File: src/rtl/prog_loader_pkg.sv
// rtl/prog_loader_pkg.sv - shared state encoding and default sizing for the program loader
package prog_loader_pkg;

  localparam int DEF_IW           = 9;
  localparam int DEF_AW           = 8;
  localparam int DEF_START_CYCLES = 2;

  typedef enum logic [2:0] {
    ST_IDLE,
    ST_LOAD,
    ST_START,
    ST_RUN,
    ST_DONE,
    ST_ERROR
  } state_t;

  // The CPU is only released while it runs or once it has halted.
  function automatic logic holds_cpu(state_t s);
    return !(s == ST_RUN || s == ST_DONE);
  endfunction

  function automatic logic is_busy(state_t s);
    return (s == ST_LOAD) || (s == ST_START) || (s == ST_RUN);
  endfunction

endpackage

File: src/rtl/load_checksum.sv
// rtl/load_checksum.sv - 8-bit additive checksum accumulator with compare
module load_checksum (
  input  logic       CLK,
  input  logic       start,
  input  logic       clr,
  input  logic       acc_en,
  input  logic [7:0] acc_data,
  input  logic [7:0] cmp_data,
  output logic       match
);

  logic [7:0] sum;

  // Running mod-256 sum of the low byte of every program word written.
  always_ff @(posedge CLK) begin
    if (start || clr) begin
      sum <= 8'd0;
    end else if (acc_en) begin
      sum <= sum + acc_data;
    end
  end

  assign match = (sum == cmp_data);

endmodule

File: src/rtl/prog_loader.sv
// rtl/prog_loader.sv - instruction-memory loader and CPU release/halt sequencer (option: PROG_LOADER_CHECKSUM_EN)
module prog_loader
  import prog_loader_pkg::*;
#(
  parameter int IW           = DEF_IW,
  parameter int AW           = DEF_AW,
  parameter int START_CYCLES = DEF_START_CYCLES
) (
  input  logic          CLK,
  input  logic          start,
  input  logic          load_req,
  input  logic          in_valid,
  output logic          in_ready,
  input  logic [IW-1:0] in_data,
  input  logic          in_last,
  output logic          im_we,
  output logic [AW-1:0] im_addr,
  output logic [IW-1:0] im_wdata,
  output logic          cpu_start,
  input  logic          Halt,
  output logic          busy,
  output logic          done,
  output logic          err,
  output logic [AW:0]   word_count,
  output logic [31:0]   run_cycles
);

  localparam logic [AW:0] LAST_ADDR  = {1'b0, {AW{1'b1}}};
  localparam logic [15:0] START_LAST = 16'(START_CYCLES - 1);

  state_t      state;
  state_t      state_next;
  logic        take;
  logic        wr_take;
  logic        last_ok;
  logic        clr_session;
  logic [15:0] start_cnt;

  assign take = in_valid && in_ready;

`ifdef PROG_LOADER_CHECKSUM_EN
  logic csum_match;

  // The final word carries the checksum and never reaches memory.
  assign wr_take = take && !in_last;
  assign last_ok = csum_match && !in_data[8];

  load_checksum u_csum (
    .CLK      (CLK),
    .start    (start),
    .clr      (clr_session),
    .acc_en   (wr_take),
    .acc_data (in_data[7:0]),
    .cmp_data (in_data[7:0]),
    .match    (csum_match)
  );
`else
  assign wr_take = take;
  assign last_ok = 1'b1;
`endif

  // Next-state decode; load_req takes priority over Halt while running.
  always_comb begin
    state_next  = state;
    clr_session = 1'b0;
    case (state)
      ST_IDLE: begin
        if (load_req) begin
          state_next  = ST_LOAD;
          clr_session = 1'b1;
        end
      end
      ST_LOAD: begin
        if (take) begin
          if (in_last) begin
            state_next = last_ok ? ST_START : ST_ERROR;
          end else if (word_count == LAST_ADDR) begin
            state_next = ST_ERROR;
          end
        end
      end
      ST_START: begin
        if (start_cnt == START_LAST) begin
          state_next = ST_RUN;
        end
      end
      ST_RUN: begin
        if (load_req) begin
          state_next  = ST_LOAD;
          clr_session = 1'b1;
        end else if (Halt) begin
          state_next = ST_DONE;
        end
      end
      ST_DONE, ST_ERROR: begin
        if (load_req) begin
          state_next  = ST_LOAD;
          clr_session = 1'b1;
        end
      end
      default: state_next = ST_IDLE;
    endcase
  end

  // State, memory write port, counters and registered status flags.
  always_ff @(posedge CLK) begin
    if (start) begin
      state      <= ST_IDLE;
      im_we      <= 1'b0;
      im_addr    <= '0;
      im_wdata   <= '0;
      word_count <= '0;
      run_cycles <= '0;
      start_cnt  <= '0;
      in_ready   <= 1'b0;
      busy       <= 1'b0;
      done       <= 1'b0;
      err        <= 1'b0;
      cpu_start  <= 1'b1;
    end else begin
      state <= state_next;

      im_we <= wr_take;
      if (wr_take) begin
        im_addr  <= word_count[AW-1:0];
        im_wdata <= in_data;
      end

      if (clr_session) begin
        word_count <= '0;
      end else if (wr_take) begin
        word_count <= word_count + 1'b1;
      end

      if (state == ST_START) begin
        start_cnt <= start_cnt + 16'd1;
      end else begin
        start_cnt <= '0;
      end

      if (state == ST_START && state_next == ST_RUN) begin
        run_cycles <= '0;
      end else if (state == ST_RUN && !Halt) begin
        run_cycles <= run_cycles + 32'd1;
      end

      in_ready  <= (state_next == ST_LOAD);
      busy      <= is_busy(state_next);
      done      <= (state_next == ST_DONE);
      err       <= (state_next == ST_ERROR);
      cpu_start <= holds_cpu(state_next);
    end
  end

endmodule

File: config.mk
export PLATFORM = sky130hd
export DESIGN_NAME = prog_loader
export DESIGN_NICKNAME = d
export VERILOG_FILES = /design/src/rtl/prog_loader_pkg.sv /design/src/rtl/load_checksum.sv /design/src/rtl/prog_loader.sv
export SDC_FILE = /design/constraint.sdc
export NUM_CORES = 1
export LEC_CHECK = 0
export ABC_AREA = 1
export CELL_PAD_IN_SITES_DETAIL_PLACEMENT = 1
export CELL_PAD_IN_SITES_GLOBAL_PLACEMENT = 1
export CORE_MARGIN = 2
export CORE_UTILIZATION = 38
export CTS_BUF_LIST = sky130_fd_sc_hd__clkbuf_4
export DETAILED_ROUTE_END_ITERATION = 12
export GPL_TIMING_DRIVEN = 1
export PLACE_DENSITY = 0.82
export SYNTH_ARGS = -nofsm -noshare
export SYNTH_HDL_FRONTEND = slang
export SYNTH_HIERARCHICAL = 1
export SYNTH_SLANG_ARGS = --single-unit
File: constraint.sdc
create_clock -name CLK -period 1.7 [get_ports CLK]
set_input_delay 0.34 -clock CLK [delete_from_list [all_inputs] [get_ports CLK]]
set_output_delay 0.34 -clock CLK [all_outputs]
set_load 0.03 [all_outputs]
==> results.md <==
* Status: completed
* Number of nets in the layout at 741
* Die X at 109.3 um
* Antenna diodes at 0
* Total number of H-tree levels at 3
* Critical Path Max Stage Delay at 0.43 ns
* CTS Root Buffer Type: clkbuf_4
* Max stage delay cell, worst path: dfxtp_1
* Count of endpoints failing hold in the final timing report at 0
* Switching pwr at 1.016 mW
* Maximum Capacitance Violations at 0
* Floorplan row count at 38
* Internal cell power at 2.587 mW
* Worst Path Arrival at 1.32 ns
* Async S/R FF share, synth at 0
* Antenna Violating Nets Remaining at 0
* Endpoint kind of the worst setup timing path: output port
* Final std cell area, no fill at 5545 um^2
* Starting density of the core at 0.3886
* Final setup margin at 0.03569 ns
* Worst slew slack as a fraction of its limit at 0.7541
* Predominant post-synthesis flop cell: dfxtp_1
* Maximum number of pins on one net before global-route repair at 33
* Final setup skew at 0.02313 ns
* Total power divided by cell area at 649.8 nW/um^2
* Final wirelength at 12810 um
* Series of cell instances along the critical path: dlygate4sd2_1
* Fraction of final layout cells with drive strength greater than 1 at 0.1901
* Sequential fraction of design power at 0.561
* Sequential cell area in the final layout at 1683 um^2
* Clock latency of the later-clocked register in the worst-skew pair at 0.48 ns
* Yosys Warn Count at 6
* Number of fill cells at 1431
* Maximum frequency from static timing analysis at 600.9 MHz
* Most used cells in the layout excluding fill and tap cells: nand2_1, nor2_1, dfxtp_1
* Count of port buffers added during placement at 78
* Pre-antenna DRT Iters at 4
* Setup violators final at 0
* Routed via count divided by cell count at 4.964
* Post-synth EDFFs at 0
* Highest fanout seen on the critical path at 4
* Share of total power in the clock network at 0.330
* Number of buffers added for setup after CTS at 0
* Total standard cell area after synthesis at 4213 um^2
* Number of buffers added by the clock tree synthesis step at 9
* Time the final worst path needs with I/O delays and setup at 1.664 ns
* Placed Cells at 850
* IO Count at 79
* Routed via count at 4299
* Per-cell routed wire length at 14.79 um
* Remaining Overflow, GRT at 0
* Fin. max-slew vios at 0
* Class of the worst hold path: register to register
* Fraction of the cycle the final worst path needs at 0.9790
* WP data required at 1.36 ns
* Sequential share of the synthesized area at 0.3944
* Clock transition at the registers of the reported paths at 0.14 ns
* Total Die Area at 11940 um^2
* Synthesized netlist net count at 631
* Measured slew at the worst slew-check pin at 0.3655 ns
* Global-route wire length before repair at 20660 um
* Flip-flop and latch count after synthesis at 83
* Worst setup timing slack at the placement stage at -0.1485 ns
* Worst Setup Start Kind: register
* Placer congestion estimate at 0.8604
* TritonCTS clock tree: built
* Drt drc at 0
* Flop-to-flop setup slack at 0.13 ns
* Sink Count at 83
* Count of non-filler cells in the finished layout at 866
* Mean Syn Cell Area at 6.895 um^2
* Unrepaired setup endpoints after global routing: true
* Yosys cell types at 33
* Area Overhead vs Synth at 31.63%
* Post-placement cell area at 5406 um^2
* Vertical die dimension at 109.3 um
* Via count of the first global-routing pass at 4535
* Leakage power figure at 2.192 nW
* Category of cells accounting for the largest share of critical-path delay: flip-flops
* Core Footprint at 10840 um^2
* Total track usage at 0.2220
* Multi-input gate area in the final layout at 2277 um^2
* Number of DRC markers in iteration 0 at 118
* Start-to-end type of the worst setup path: register to output port
* Worst VDD drop at 0.0004272 V
* Hpwl dp at 9866 um
* Most common cell after layout, fill and taps aside: nand2_1
* Switching power share of the total at 0.2821
* Post-synthesis cell count at 611
* Share of total power in combinational logic at 0.110
* Worst path buffer plus inverter count at 1
* Max clock buf depth at 2
* Number of antenna violations at the first check in global routing at 0
-- cell families (layout without fill, tap and decap cells) --
family	Yosys count	count (layout)	share of synthesized area
AO/OA/AOI/OAI	71	71	0.08762
XOR/XNOR	15	15	0.03119
adder cells (fa/ha/maj)	5	5	0.01485
buffers and inverters	80	195	0.07574
flip-flops	83	83	0.3944
AND/OR/NAND/NOR	357	357	0.3962
-- metrics by stage --
stage / hold WS, ns / utilization / setup TNS (ns) / power, mW
after floorplan: 0.4437 / - / 0 / 2.291
after global placement: 0.4587 / 0.4987 / -0.8980 / 2.475
after detailed placement: 0.4673 / 0.4987 / -1.730 / 2.488
after CTS: 0.4531 / 0.5076 / 0 / 3.633
after global routing: 0.4777 / 0.5115 / -0.05716 / 3.739
final: 0.4590 / 0.5115 / 0 / 3.603
-- layer usage --
layer  up-vias  part of all wire  wire length, um  global-route usage
met5         -                 0                0                   0
met4         0             0.021              273              0.1022
met3        23             0.035              451             0.03912
met2        86              0.52             6599              0.4095
met1      2042              0.43             5487              0.2469
li1       2148                 -                -                   -
-- Yosys cell counts (5+ instances only) --
master / number / area share
ha_1: 5 / 0.015
buf_2: 6 / 0.0071
nor3_1: 15 / 0.018
nor2_1: 97 / 0.086
nand2_2: 9 / 0.013
o21ai_0: 27 / 0.032
nand3_1: 27 / 0.032
nand2_1: 160 / 0.14
clkbuf_1: 5 / 0.0045
nor2_4: 10 / 0.027
xor2_1: 12 / 0.025
nand4_1: 8 / 0.012
dfxtp_1: 83 / 0.39
or2_0: 5 / 0.0074
nor2_2: 10 / 0.015
inv_1: 63 / 0.056
a21oi_1: 40 / 0.048
-- sequential cells by signal, indices dropped and copies added, names as in the netlist --
register	cells
run_cycles	32
im_we	1
done	1
in_ready	1
state	3
start_cnt	16
im_wdata	9
im_addr	8
cpu_start	1
word_count	9
busy	1
err	1
-- power by group through the flow --
stage / clock (mW) / sequential (mW) / combinational (mW)
global placement: 0 / 2.06 / 0.410
finish: 1.19 / 2.02 / 0.395
floorplan: 0 / 2.15 / 0.138
global route: 1.29 / 2.03 / 0.428
CTS: 1.22 / 2.02 / 0.394
detailed placement: 0 / 2.07 / 0.421
-- worst paths after layout --
| check | endpoint | start | depth (start not counted) |
|---|---|---|---|
| setup / recovery | run_cycles[10] | run_cycles[10]$_SDFFE_PP0P_ | 1 |
| hold / removal | start_cnt[0]$_SDFF_PP0_ | start_cnt[0]$_SDFF_PP0_ | 1 |
| setup reg to reg | run_cycles[27]$_SDFFE_PP0P_ | run_cycles[23]$_SDFFE_PP0P_ | 8 |
| hold reg to reg | start_cnt[0]$_SDFF_PP0_ | start_cnt[0]$_SDFF_PP0_ | 1 |
-- layout make-up --
class                      count  area share
timing repair buffer         113      0.1859
sequential                    83      0.3035
inverter                      66     0.04468
clock inverter                 6     0.01015
multi-input combinational    448      0.4106
clock buffer                  10     0.01354
tap                          140     0.03159
-- what timing repair did --
item / 4_1_cts / 5_1_grt
hold buffers: 0 / 0
pin swaps: 1 / 2
endpoints found under the setup margin: 65 / 25
resized for setup: 100 / 29
endpoints found under the hold margin: 0 / 0
(Power assumes the default switching activity.)
